## config.mk

```make
export PLATFORM = sky130hd
export DESIGN_NAME = wash_phase_timer
export DESIGN_NICKNAME = d
export VERILOG_FILES = /design/src/rtl/wash_phase_timer.sv
export SDC_FILE = /design/constraint.sdc
export NUM_CORES = 1
export LEC_CHECK = 0
export ABC_AREA = 0
export CAP_MARGIN = 5
export CORE_UTILIZATION = 45
export DETAILED_ROUTE_END_ITERATION = 7
export PLACE_DENSITY = 0.67
export REMOVE_ABC_BUFFERS = 1
export SYNTH_ARGS = -nofsm -noshare
export SYNTH_HDL_FRONTEND = slang
export SYNTH_SLANG_ARGS = --single-unit
```

## constraint.sdc

```tcl
create_clock -name clk -period 1.8 [get_ports clk]
set_input_delay 0.36 -clock clk [delete_from_list [all_inputs] [get_ports clk]]
set_output_delay 0.36 -clock clk [all_outputs]
set_load 0.05 [all_outputs]
```

## src/rtl/wash_phase_timer.sv

```systemverilog
// Per-phase countdown timer for a washing-machine controller.
// Each phase 1..5 counts its configured duration in prescaled ticks and pulses phase_done once on expiry.
module wash_phase_timer #(
    parameter int          PRESCALE    = 1000,
    parameter logic [7:0]  DEFAULT_DUR = 8'd15
) (
    input  logic       clk,
    input  logic       reset,
    input  logic [2:0] phase,
    input  logic       pause,
    input  logic       cfg_we,
    input  logic [2:0] cfg_addr,
    input  logic [7:0] cfg_data,
    output logic       phase_done,
    output logic [7:0] remaining,
    output logic       busy,
    output logic       paused
);

    localparam logic [15:0] PS_MAX = 16'(PRESCALE - 1);

    typedef enum logic [1:0] {
        IDLE,
        RUN,
        PAUSED,
        EXPIRED
    } state_t;

    state_t      state;
    state_t      state_next;
    logic [2:0]  phase_q;
    logic [15:0] prescaler;
    logic [15:0] prescaler_next;
    logic [7:0]  remaining_next;
    logic        done_next;
    logic        zero_pend;
    logic        zero_pend_next;
    logic [7:0]  dur_table [5];
    logic [7:0]  load_dur;
    logic        phase_change;
    logic        phase_active;
    logic        tick;

    assign phase_change = (phase != phase_q);
    assign phase_active = (phase >= 3'd1) && (phase <= 3'd5);
    assign tick         = (prescaler == PS_MAX);
    assign busy         = (state == RUN) || (state == PAUSED);
    assign paused       = (state == PAUSED);

    always_comb begin
        load_dur = 8'd0;
        case (phase)
            3'd1:    load_dur = dur_table[0];
            3'd2:    load_dur = dur_table[1];
            3'd3:    load_dur = dur_table[2];
            3'd4:    load_dur = dur_table[3];
            3'd5:    load_dur = dur_table[4];
            default: load_dur = 8'd0;
        endcase
    end

    // Table writes land at the edge, so a load on the same edge still sees the old entry.
    always_ff @(posedge clk) begin
        if (!reset) begin
            for (int i = 0; i < 5; i++) begin
                dur_table[i] <= DEFAULT_DUR;
            end
        end else if (cfg_we) begin
            case (cfg_addr)
                3'd1:    dur_table[0] <= cfg_data;
                3'd2:    dur_table[1] <= cfg_data;
                3'd3:    dur_table[2] <= cfg_data;
                3'd4:    dur_table[3] <= cfg_data;
                3'd5:    dur_table[4] <= cfg_data;
                default: ;
            endcase
        end
    end

    always_ff @(posedge clk) begin
        if (!reset) begin
            state      <= IDLE;
            phase_q    <= 3'd0;
            prescaler  <= 16'd0;
            remaining  <= 8'd0;
            phase_done <= 1'b0;
            zero_pend  <= 1'b0;
        end else begin
            state      <= state_next;
            phase_q    <= phase;
            prescaler  <= prescaler_next;
            remaining  <= remaining_next;
            phase_done <= done_next;
            zero_pend  <= zero_pend_next;
        end
    end

    // A phase change overrides everything else happening on the same edge.
    always_comb begin
        state_next     = state;
        prescaler_next = prescaler;
        remaining_next = remaining;
        done_next      = 1'b0;
        zero_pend_next = 1'b0;

        if (phase_change) begin
            prescaler_next = 16'd0;
            if (phase_active) begin
                remaining_next = load_dur;
                if (load_dur == 8'd0) begin
                    state_next     = EXPIRED;
                    zero_pend_next = 1'b1;
                end else if (pause) begin
                    state_next = PAUSED;
                end else begin
                    state_next = RUN;
                end
            end else begin
                state_next     = IDLE;
                remaining_next = 8'd0;
            end
        end else begin
            case (state)
                RUN, PAUSED: begin
                    if (pause) begin
                        state_next = PAUSED;
                    end else begin
                        state_next = RUN;
                        if (tick) begin
                            prescaler_next = 16'd0;
                            if (remaining <= 8'd1) begin
                                remaining_next = 8'd0;
                                state_next     = EXPIRED;
                                done_next      = 1'b1;
                            end else begin
                                remaining_next = remaining - 8'd1;
                            end
                        end else begin
                            prescaler_next = prescaler + 16'd1;
                        end
                    end
                end
                EXPIRED: begin
                    remaining_next = 8'd0;
                    done_next      = zero_pend;
                end
                default: ;
            endcase
        end
    end

endmodule

```

==> qor.json <==
{
  "p_total_mw": 4.21,
  "crit_path_cell_trace": "inv_1 > ha_1 > inv_1 > or4_4 > nand2_4 > buf_6 > o21ai_2 > a32o_1",
  "failed_checks": "setup timing",
  "clock_power_share_pct": 33.8,
  "horizontal_die_dimension_um": 88.6,
  "grt_util_all_layers_pct": 22.8,
  "placedCellCount": 497,
  "vias": 2783,
  "period_needed_ns": 1.87,
  "synth_flop_cell": "edfxtp_1",
  "core-area_um2": 7250,
  "root_buffer": "clkbuf_8",
  "post_synth_main_area_contributors": "edfxtp_1 36%, dfxtp_1 18%, nor2_1 3.8%, xnor2_1 3.4%, mux2i_1 2.7%",
  "syn_inst": 313,
  "post-synth-top-area-cell": "edfxtp_1",
  "synth_top_area_share_pct": 35.6,
  "grt_max_degree": 23,
  "finClkSkew_ns": 0.00534,
  "ir_worst_vdd_mv": 0.656,
  "num-nets-final": 447,
  "critPathRequiredTime_ns": 2.04,
  "max_clock_buf_depth": 2,
  "cts_buffers": 9,
  "critical-path-top-cell-by-count": "inv_1",
  "timing.reg2reg.setup_slack_ns": -0.07,
  "drc_errors": 0,
  "slew_viol_final": 0,
  "hp-start": "zero_pend$_SDFF_PN0_",
  "detailedPlacementHpwl_um": 5540,
  "max_cap_viol_count": 0,
  "outcome": "complete, but fails checks",
  "p_switching_mw": 1.13,
  "drt_wl_total_um": 8080,
  "arrival_ns": 2.11,
  "routed_via_density": 5.28,
  "gp_congestion": 0.862,
  "dpl_cell_area_um2": 4270,
  "finalSetupViolations": 19,
  "grt_antenna_before_repair": 0,
  "period_share_pct": 104,
  "first_global_vias": 2768,
  "gr-total-overflow": 0,
  "grt_setup_unrepaired": "true",
  "cpLargestDelayFamily": "simple AND/OR/NAND/NOR gates",
  "r2r-start": "state[0]$_SDFFE_PN0P_",
  "drt_iter0_markers": 176,
  "start_kind": "flop",
  "setup.worst_path.class": "reg -> reg",
  "finalHoldWorstSlack_ns": 0.568,
  "worst_setup_end_kind": "flop",
  "switching_share_pct": 26.8,
  "crit-reg2reg-capture": "remaining[4]$_SDFFE_PN0P_",
  "clkLatencyLatePin_ns": 0.34,
  "firstDrtPassIters": 4,
  "tightest_slew_ns": 0.322,
  "timing.critical_path.fanout_max": 5,
  "relative_contribution_of_combinational_cells_to_total_power_pct": 21.8,
  "worst_path_buf_inv": 3,
  "cpPeakStageDelay_ns": 0.52,
  "final_util_pct": 66.8,
  "cts_tree": "built",
  "die_height_um": 88.6,
  "nFillCells": 564,
  "effective_utilization_at_floorplan_pct": 46.5,
  "cts_sink_count": 71,
  "ys_types": 51,
  "worst_path_max_delay_cell": "or4_4",
  "layout_setup_ws_ns": -0.0687,
  "area_delta_synth_final_pct": 43.7,
  "power_report.internal_total_mw": 3.08,
  "leakagePower_nw": 1.92,
  "post-route-cell-area_um2": 4850,
  "rows": 31,
  "slew_headroom_pct": 78.0,
  "htree_num_levels": 3,
  "min-delay-path-class": "reg -> reg",
  "register_bit_count_reported_by_yosys": 71,
  "min_to": "phase_done$_SDFF_PP0_",
  "wire_length_of_the_first_global_routing_pass_um": 13200,
  "reg2regPathDepth": 8,
  "postSynth.asyncResetShare_pct": 0,
  "post_drt_wl_per_cell_um": 15.3,
  "hold_viol": 0,
  "antenna_violating_nets_post_route": 0,
  "holdBufCountCts": 0,
  "post_route_cells_drive_above_1_share_pct": 36.7,
  "whs_path_depth": 2,
  "synth-warning-count": 0,
  "synthesis.area_per_instance_um2": 10.8,
  "top_level_ports": 29,
  "seqPwrFrac_pct": 44.5,
  "maximum_operating_frequency_ghz": 0.535,
  "syn-cell-area_um2": 3370,
  "number_of_enable_type_register_cells_in_the_synthesized_netlist": 40,
  "antenna_cells": 0,
  "layoutNonFillerInstCount": 527,
  "path_clk_slew_ns": 0.08,
  "fp.dieArea_um2": 7840,
  "portBuffers": 28,
  "seq_area_frac_synth_pct": 54.0,
  "power_density_relative_to_cell_area_nw_per_um2": 868
}
[synth_stat cells, types with 2 or more instances]
master,instances
a221oi_1,2
o21ai_1,8
o32ai_1,2
o22a_1,4
nand3b_1,3
nor3_1,7
nand2_2,2
a21oi_1,14
and3_1,5
nor2b_1,4
o22ai_1,5
or3_1,2
xor2_1,8
and2_1,9
ha_1,6
nor2_1,34
edfxtp_1,40
nand4_1,3
xnor2_1,13
nor4_1,2
clkbuf_1,5
a211oi_1,4
dfxtp_1,31
mux2i_1,9
mux2_2,5
o21ai_0,9
buf_2,8
and4_1,3
o211a_1,3
inv_1,10
a32o_1,4
nand3_1,10
nand2_1,13
a31oi_1,2
nand2b_1,8
[what timing repair did]
item                       4_1_cts  5_1_grt
setup endpoints to repair       28       28
pin swaps                       10        7
resized for setup               36       21
setup buffers                    9        2
cloned                           2        1
[worst max-delay path by stage]
stage	startpoint	endpoint	slack, ns	cells after the start
final	state[0]$_SDFFE_PN0P_	remaining[4]$_SDFFE_PN0P_	-0.07	8
after global routing	prescaler[15]$_SDFFE_PP0P_	remaining[3]$_SDFFE_PN0P_	-0.14	7
after CTS	remaining[4]$_SDFFE_PN0P_	state[1]$_SDFFE_PN0P_	-0.03	5
after detailed placement	phase[1]	state[1]$_SDFFE_PN0P_	-0.58	9
after global placement	phase[1]	state[1]$_SDFFE_PN0P_	-0.55	9
after floorplan	state[1]$_SDFFE_PN0P_	prescaler[15]$_SDFFE_PP0P_	-0.55	8
[flip-flops by register name (all words and copies together) (netlist names)]
register and cells:
dur_table 40, prescaler 16, remaining 8, phase_q 3, state 2, phase_done 1, zero_pend 1
[tightest hold or removal path: stages (launching register included)]
cell and delay [ns]:
dfxtp_1 0.30, a21oi_1 0.16, nor3_1 0.06
[cells by family after synthesis]
kind of cell               count (synthesis)  share of synthesized area (%)
buffers and inverters                     24                           3.19
xor gates and xnor gates                  21                           5.45
AOI/OAI and AO/OA                         63                           12.4
and+or+nand+nor                          113                           18.0
DFF                                       71                           54.0
muxes                                     15                           4.68
adders and majority gates                  6                           2.23
[layout by cell type, fill, tap and decap left out, drive strengths merged, types with 4 or more instances in the layout]
master         count
a211oi             4
a21oi             14
a32o               4
and2               9
and3               5
buf               94
clkbuf            12
clkdlybuf4s50     14
dfxtp             31
edfxtp            40
ha                 6
inv               11
mux2               6
mux2i              9
nand2             15
nand2b             8
nand3             10
nor2              34
nor2b              4
nor3               7
o21ai             17
o22a               4
o22ai              5
xnor2             13
xor2               8
[stage by stage]
step           setup TNS (ns)  setup slack [ns]
3_3_place_gp            -8.40            -0.546
5_1_grt                 -2.27            -0.135
3_5_place_dp            -8.99            -0.576
2_1_floorplan          -11.59            -0.550
4_1_cts                -0.423           -0.0313
6_report               -0.530           -0.0687
[power groups by stage]
stage	Clock [mW]	Sequential, mW	Combinational [mW]
floorplan	0	1.97	0.350
global placement	0	1.90	0.770
detailed placement	0	1.90	0.781
CTS	1.44	1.87	0.867
global route	1.50	1.88	0.984
finish	1.42	1.87	0.915
[metal layers]
layer  GRT usage [%]  vias up  routed length (µm)
li1                -     1373                   -
met1            28.3     1327                3550
met2            38.3       70                4120
met3            4.38       13                 282
met4            11.0        0                 129
met5               0        -                   0
[cell type report]
cell class                 instances  area (µm²)  share of cell area, %
sequential                        71        1830                   37.7
multi-input combinational        218        1600                   33.1
timing repair buffer             113        1030                   21.2
clock buffer                      11         143                   2.94
tap                               99         124                   2.56
clock inverter                     5        80.1                   1.65
inverter                          10        37.5                  0.775
Note: power is estimated with default switching activity, not from simulation.
